## src/rtl/bram_resp_adapter.sv

```systemverilog
// Valid/ready front end for a BRAM port: issues requests straight to the BRAM,
// tracks reads through an L-stage issue pipeline and queues their data in a response FIFO.
module bram_resp_adapter #(
  parameter int PIPELINED  = 0,
  parameter int ADDR_WIDTH = 1,
  parameter int DATA_WIDTH = 8,
  parameter int WE_WIDTH   = 1,
  parameter int RESP_DEPTH = 4
) (
  input  logic                  CLK,
  input  logic                  RST,
  input  logic                  req_valid,
  output logic                  req_ready,
  input  logic [WE_WIDTH-1:0]   req_we,
  input  logic [ADDR_WIDTH-1:0] req_addr,
  input  logic [DATA_WIDTH-1:0] req_data,
  output logic                  bram_en,
  output logic [WE_WIDTH-1:0]   bram_we,
  output logic [ADDR_WIDTH-1:0] bram_addr,
  output logic [DATA_WIDTH-1:0] bram_di,
  input  logic [DATA_WIDTH-1:0] bram_do,
  output logic                  resp_valid,
  input  logic                  resp_ready,
  output logic [DATA_WIDTH-1:0] resp_data
);

  localparam int L  = PIPELINED + 1;
  localparam int PW = $clog2(RESP_DEPTH);
  localparam int CW = PW + 2;

  logic [L:1]            rd_vld_p;
  logic [CW-1:0]         inflight;
  logic [CW-1:0]         occ;
  logic [CW-1:0]         sum;
  logic [PW-1:0]         wr_ptr;
  logic [PW-1:0]         rd_ptr;
  logic [DATA_WIDTH-1:0] mem [RESP_DEPTH];
  logic                  accept;
  logic                  rd_accept;
  logic                  enq;
  logic                  deq;

  // Every outstanding read already owns a FIFO slot, so the FIFO can never overflow.
  // Only registered counts feed req_ready; a same-cycle dequeue does not help.
  assign sum       = inflight + occ;
  assign req_ready = !RST && (sum < CW'(RESP_DEPTH));
  assign accept    = req_valid && req_ready;
  assign rd_accept = accept && (req_we == '0);

  assign bram_en   = accept;
  assign bram_we   = accept ? req_we : '0;
  assign bram_addr = req_addr;
  assign bram_di   = req_data;

  assign enq        = rd_vld_p[L];
  assign deq        = resp_ready && (occ != '0);
  assign resp_valid = (occ != '0);
  assign resp_data  = mem[rd_ptr];

  always_ff @(posedge CLK or posedge RST) begin
    if (RST) begin
      rd_vld_p <= '0;
      inflight <= '0;
      occ      <= '0;
      wr_ptr   <= '0;
      rd_ptr   <= '0;
    end else begin
      // issue pipeline: stage L coincides with the read's data on bram_do
      rd_vld_p[1] <= rd_accept;
      for (int i = 2; i <= L; i++) begin
        rd_vld_p[i] <= rd_vld_p[i-1];
      end
      inflight <= inflight + CW'(rd_accept) - CW'(enq);
      if (enq) wr_ptr <= wr_ptr + PW'(1);
      if (deq) rd_ptr <= rd_ptr + PW'(1);
      case ({enq, deq})
        2'b10:   occ <= occ + CW'(1);
        2'b01:   occ <= occ - CW'(1);
        default: occ <= occ;
      endcase
    end
  end

  // response storage is deliberately left unreset
  always_ff @(posedge CLK) begin
    if (enq) mem[wr_ptr] <= bram_do;
  end

endmodule

```

## config.mk

```make
export PLATFORM = sky130hd
export DESIGN_NAME = bram_resp_adapter
export DESIGN_NICKNAME = d
export VERILOG_FILES = /design/src/rtl/bram_resp_adapter.sv
export SDC_FILE = /design/constraint.sdc
export NUM_CORES = 1
export LEC_CHECK = 0
export BUFFER_PORTS_ARGS = -buffer_cell sky130_fd_sc_hd__buf_2
export CORE_AREA = 4 4 98 100
export CTS_CLUSTER_DIAMETER = 60
export DETAILED_ROUTE_END_ITERATION = 10
export DIE_AREA = 0 0 102 104
export PLACE_DENSITY_LB_ADDON = 0.25
export SLEW_MARGIN = 20
export SYNTH_ARGS = -nofsm -noshare
export SYNTH_HDL_FRONTEND = slang
export SYNTH_SLANG_ARGS = --single-unit
```

## constraint.sdc

```tcl
create_clock -name CLK -period 3 [get_ports CLK]
set_input_delay 0.6 -clock CLK [delete_from_list [all_inputs] [get_ports CLK]]
set_output_delay 0.6 -clock CLK [all_outputs]
set_load 0.1 [all_outputs]
```

# After elaboration in Yosys (flattened, before gate mapping)
# Memories as Yosys holds them, arrays and structs flattened.
# Index checks and enable logic that the tools add are counted.
# word_totals
register_bits,13
ramBits,32
inputBits,22
n_memories,1
output_inout_bits,21
elab_cells,28
# op_classes
n_addsub,7
bitwise,1
eq_ne,2
order_cmp,1
n_reduce_logical,7
n_mux,4
# memory_table
memory,depth,word_bits,read_ports,rd_clocked_by_memory_dff,write_ports,line_no,source
mem,4,8,1,0,1,37,logic [DATA_WIDTH-1:0] mem [RESP_DEPTH];
# op_table
cell,count
4-bit one-hot mux with 2 select lines,1
2-bit by 1-bit adder with 2-bit output (second input constant),2
4-bit by 1-bit adder with 4-bit output,1
4-bit by 1-bit adder with 4-bit output (second input constant),1
4-bit adder,1
1-bit logical AND,4
4-bit by 3-bit < comparator with 1-bit output (second input constant),1
4-bit nonzero test,1
4-bit by 1-bit subtractor with 4-bit output,1
4-bit by 1-bit subtractor with 4-bit output (second input constant),1
1-bit two-way mux,3
2-bit by 1-bit equality test with 1-bit output (second input constant),1
2-bit equality test (second input constant),1
2-bit nonzero test,1
1-bit logical NOT,1
1-bit NOT,1

# Logic depth before layout (Yosys ltp)
# logic_depth
ltp_word,7
depth_mapped,10
mapped_depth_nobuf,10

# Least setup slack after synthesis
# No wires, ideal clock.
# synth_path
path_type,reg-to-output
start,register inflight[1]
end,output bram_we
required_ns,2.400
arrival_time_ns,3.348
path_stages_with_launch,5
path_buffers,0
setup_slack_ns,-0.948
cell_sequence,dfrtp_1 -> ha_1 -> a31oi_1 -> nand4b_1 -> a21boi_0
# synth_via
elab_chain_len,5
# synth_lines
element,line_no,source
from (decl),32,logic [CW-1:0] inflight;
from (signal assigned),73,inflight <= inflight + CW'(rd_accept) - CW'(enq);
4-bit adder,45,assign sum = inflight + occ;
4-bit by 3-bit < comparator with 1-bit output,46,assign req_ready = !RST && (sum < CW'(RESP_DEPTH));
1-bit logical AND,46,
1-bit logical AND,47,assign accept = req_valid && req_ready;
1-bit two-way mux,51,assign bram_we = accept ? req_we : '0;
to (decl),18,"output logic [WE_WIDTH-1:0] bram_we,"
# No other way between the ends.

# Final worst setup path
# layout_path
start,register inflight[1]
end,output bram_en
# layout_via
elab_chain_len,4
# layout_lines
element,line_no,source
4-bit adder,45,
4-bit by 3-bit < comparator with 1-bit output,46,
1-bit logical AND,46,
1-bit logical AND,47,
to (decl),17,"output logic bram_en,"
# No other way between the ends.

==> summary.md <==
| Metric | Value |
|---|---|
| Tightest Pin Transition | `0.6279 ns` |
| Post-route DRC | `0` |
| First-pass GRT wire length | `6127 um` |
| Die X-Extent | `102 um` |
| Routed WL per cell | `13.66 um` |
| Post-CTS Setup Bufs | `0` |
| Initial antenna violation count | `0` |
| RSZ-0062 raised after global routing | `false` |
| Final min period | `2.764 ns` |
| Hold Path Class | `in -> async` |
| Detailed Route WL | `3688 um` |
| #FFs+latches synth | `45` |
| Synthesized Nets | `178` |
| # setup viols final | `0` |
| DRT iter0 DRCs | `19` |
| Gp weighted congestion | `0.7680` |
| Crit Path Max Fanout | `4` |
| Final hold vios | `0` |
| Vias in the first global route | `1,242` |
| Mean Syn Cell Area | `15.32 um2` |
| Layout area overhead | `12.92%` |
| Syn Inst Count | `141` |
| ANT nets after route | `0` |
| Most used DFF post-synth | `edfxtp_1` |
| IO buf count | `24` |
| Setup TNS | `0 ns` |
| Top Ports | `43` |
| Max-cap violations | `0` |
| Die area | `10,610 um2` |
| Critical path required time | `2.40 ns` |
| Worst-Skew Late Latency | `0.29 ns` |
| Post-synthesis sequential area ratio | `0.5956` |
| Max Clock Freq | `361.8 MHz` |
| Root buffer cell | `clkbuf_8` |
| Clock Sinks | `45` |
| Async SR Flop Fraction | `0.2889` |
| CP startpoint kind | `register` |
| # nets final | `198` |
| Grt total ovfl | `0` |
| Via count | `1,136` |
| Worst Path Arrival | `2.16 ns` |
| Clock Tree Buf Depth | `2` |
| Largest net degree at the start of global routing | `15` |
| Core area | `8678 um2` |
| Total Routing Usage GR | `0.07550` |
| Share of cells above drive strength 1 | `0.2778` |
| Vias per cell | `4.207` |
| Initial core utilization | `0.2488` |
| Warnings, synthesis | `0` |
| Post-synth EDFFs | `32` |
| Final setup skew | `0.005789 ns` |
| Num CTS Buffers | `5` |
| Max Transition Viols Final | `0` |
| WS Path Type | `reg -> out` |
| Status | `finished clean` |
| Site Rows | `34` |
| Slew headroom | `0.5814` |
| H-tree levels | `2` |
| Post-route clock period utilization | `0.9214` |
| Pre-Repair DR Iteration Count | `4` |
| Mapped cell area | `2160 um2` |
| Synth unique cells | `32` |
| Most frequent cells in the layout | `edfxtp_1, buf_2, inv_1` |
| TritonCTS clock tree | `done` |
| # diodes | `0` |
| Dpl hpwl | `2648 um` |
| Clk slew on worst S/H paths | `0.08 ns` |
| Die height | `104 um` |
| Crit. End Element | `output port` |
| Most common cell after layout, fill and taps aside | `edfxtp_1` |
cells by family after synthesis:
group	after synthesis	share of synthesized area
buffers and inverters	26	0.06199
AOI/OAI and AO/OA	14	0.04230
muxes	10	0.09328
adders and majority gates	15	0.09386
DFF	45	0.5956
xor gates and xnor gates	10	0.04693
and+or+nand+nor	21	0.06605
cell usage after synthesis, drive strengths merged, types with 4 or more instances:
cell | n | area (um2)
buf | 12 | 81.32
edfxtp | 32 | 960.9
mux4 | 8 | 180.2
and2 | 5 | 33.78
a21oi | 5 | 25.02
inv | 14 | 52.55
dfrtp | 13 | 325.3
ha | 13 | 162.7
xnor2 | 5 | 43.79
xor2 | 4 | 35.03
per-stage QoR:
step	instances	util	hold slack (ns)	instance area, um2	setup slack, ns
6_report	270	0.2810	0.3577	2439	0.2358
5_1_grt	270	0.2810	0.4111	2439	0.02866
4_1_cts	270	0.2807	0.3790	2436	0.1182
3_5_place_dp	262	0.2706	0.5371	2349	0.2597
3_3_place_gp	262	0.2706	0.5258	2349	0.2575
2_1_floorplan	141	-	0.4770	2167	0.2342
repair_timing:
item                                    in CTS  in global routing
hold buffers                                 0                  0
endpoints found under the setup margin       0                  1
resized for setup                            0                  1
hold endpoints to repair                     0                  0
worst paths after layout:
path / cells after the start / slack (ns) / endpoint / from
setup / recovery: 5 / 0.24 / bram_en / inflight[1]
hold / removal: 2 / 0.36 / occ[2] / RST
setup reg to reg: 10 / 0.26 / inflight[2] / inflight[1]
hold reg to reg: 1 / 0.54 / inflight[0] / inflight[0]
max in group asynchronous: 2 / 2.29 / rd_ptr[0] / RST
min in group CLK: 2 / 0.48 / enq / req_we
critical path, cell delays in order (launching register included):
cell	delay (ns)
dfrtp_1	0.45
ha_1	0.31
a31oi_1	0.32
nand4b_1	0.25
nand2_1	0.12
buf_2	0.42
routing by layer:
layer | wire length (um) | share of wire | vias to the layer above | track usage
met4 | 49 | 0.013 | 0 | 0.03093
met2 | 1739 | 0.47 | 32 | 0.1175
li1 | - | - | 547 | -
met3 | 235 | 0.064 | 13 | 0.02549
met1 | 1663 | 0.45 | 544 | 0.09514
met5 | 0 | 0 | - | 0
registers in the layout, summed over array words and instances, names as in the netlist:
name,cells
mem,32
occ,4
enq,1
rd_ptr,2
wr_ptr,2
inflight,4
final cells by class:
class | instances | area [um2]
fill | 914 | 6240
sequential | 45 | 1286
multi-input combinational | 70 | 747.0
tap | 108 | 135.1
timing repair buffer | 25 | 130.1
clock buffer | 6 | 72.57
inverter | 14 | 52.55
clock inverter | 2 | 15.01
Power is not shown: default switching activity piles up to over one toggle a cycle in this logic, so the estimate is an artifact.
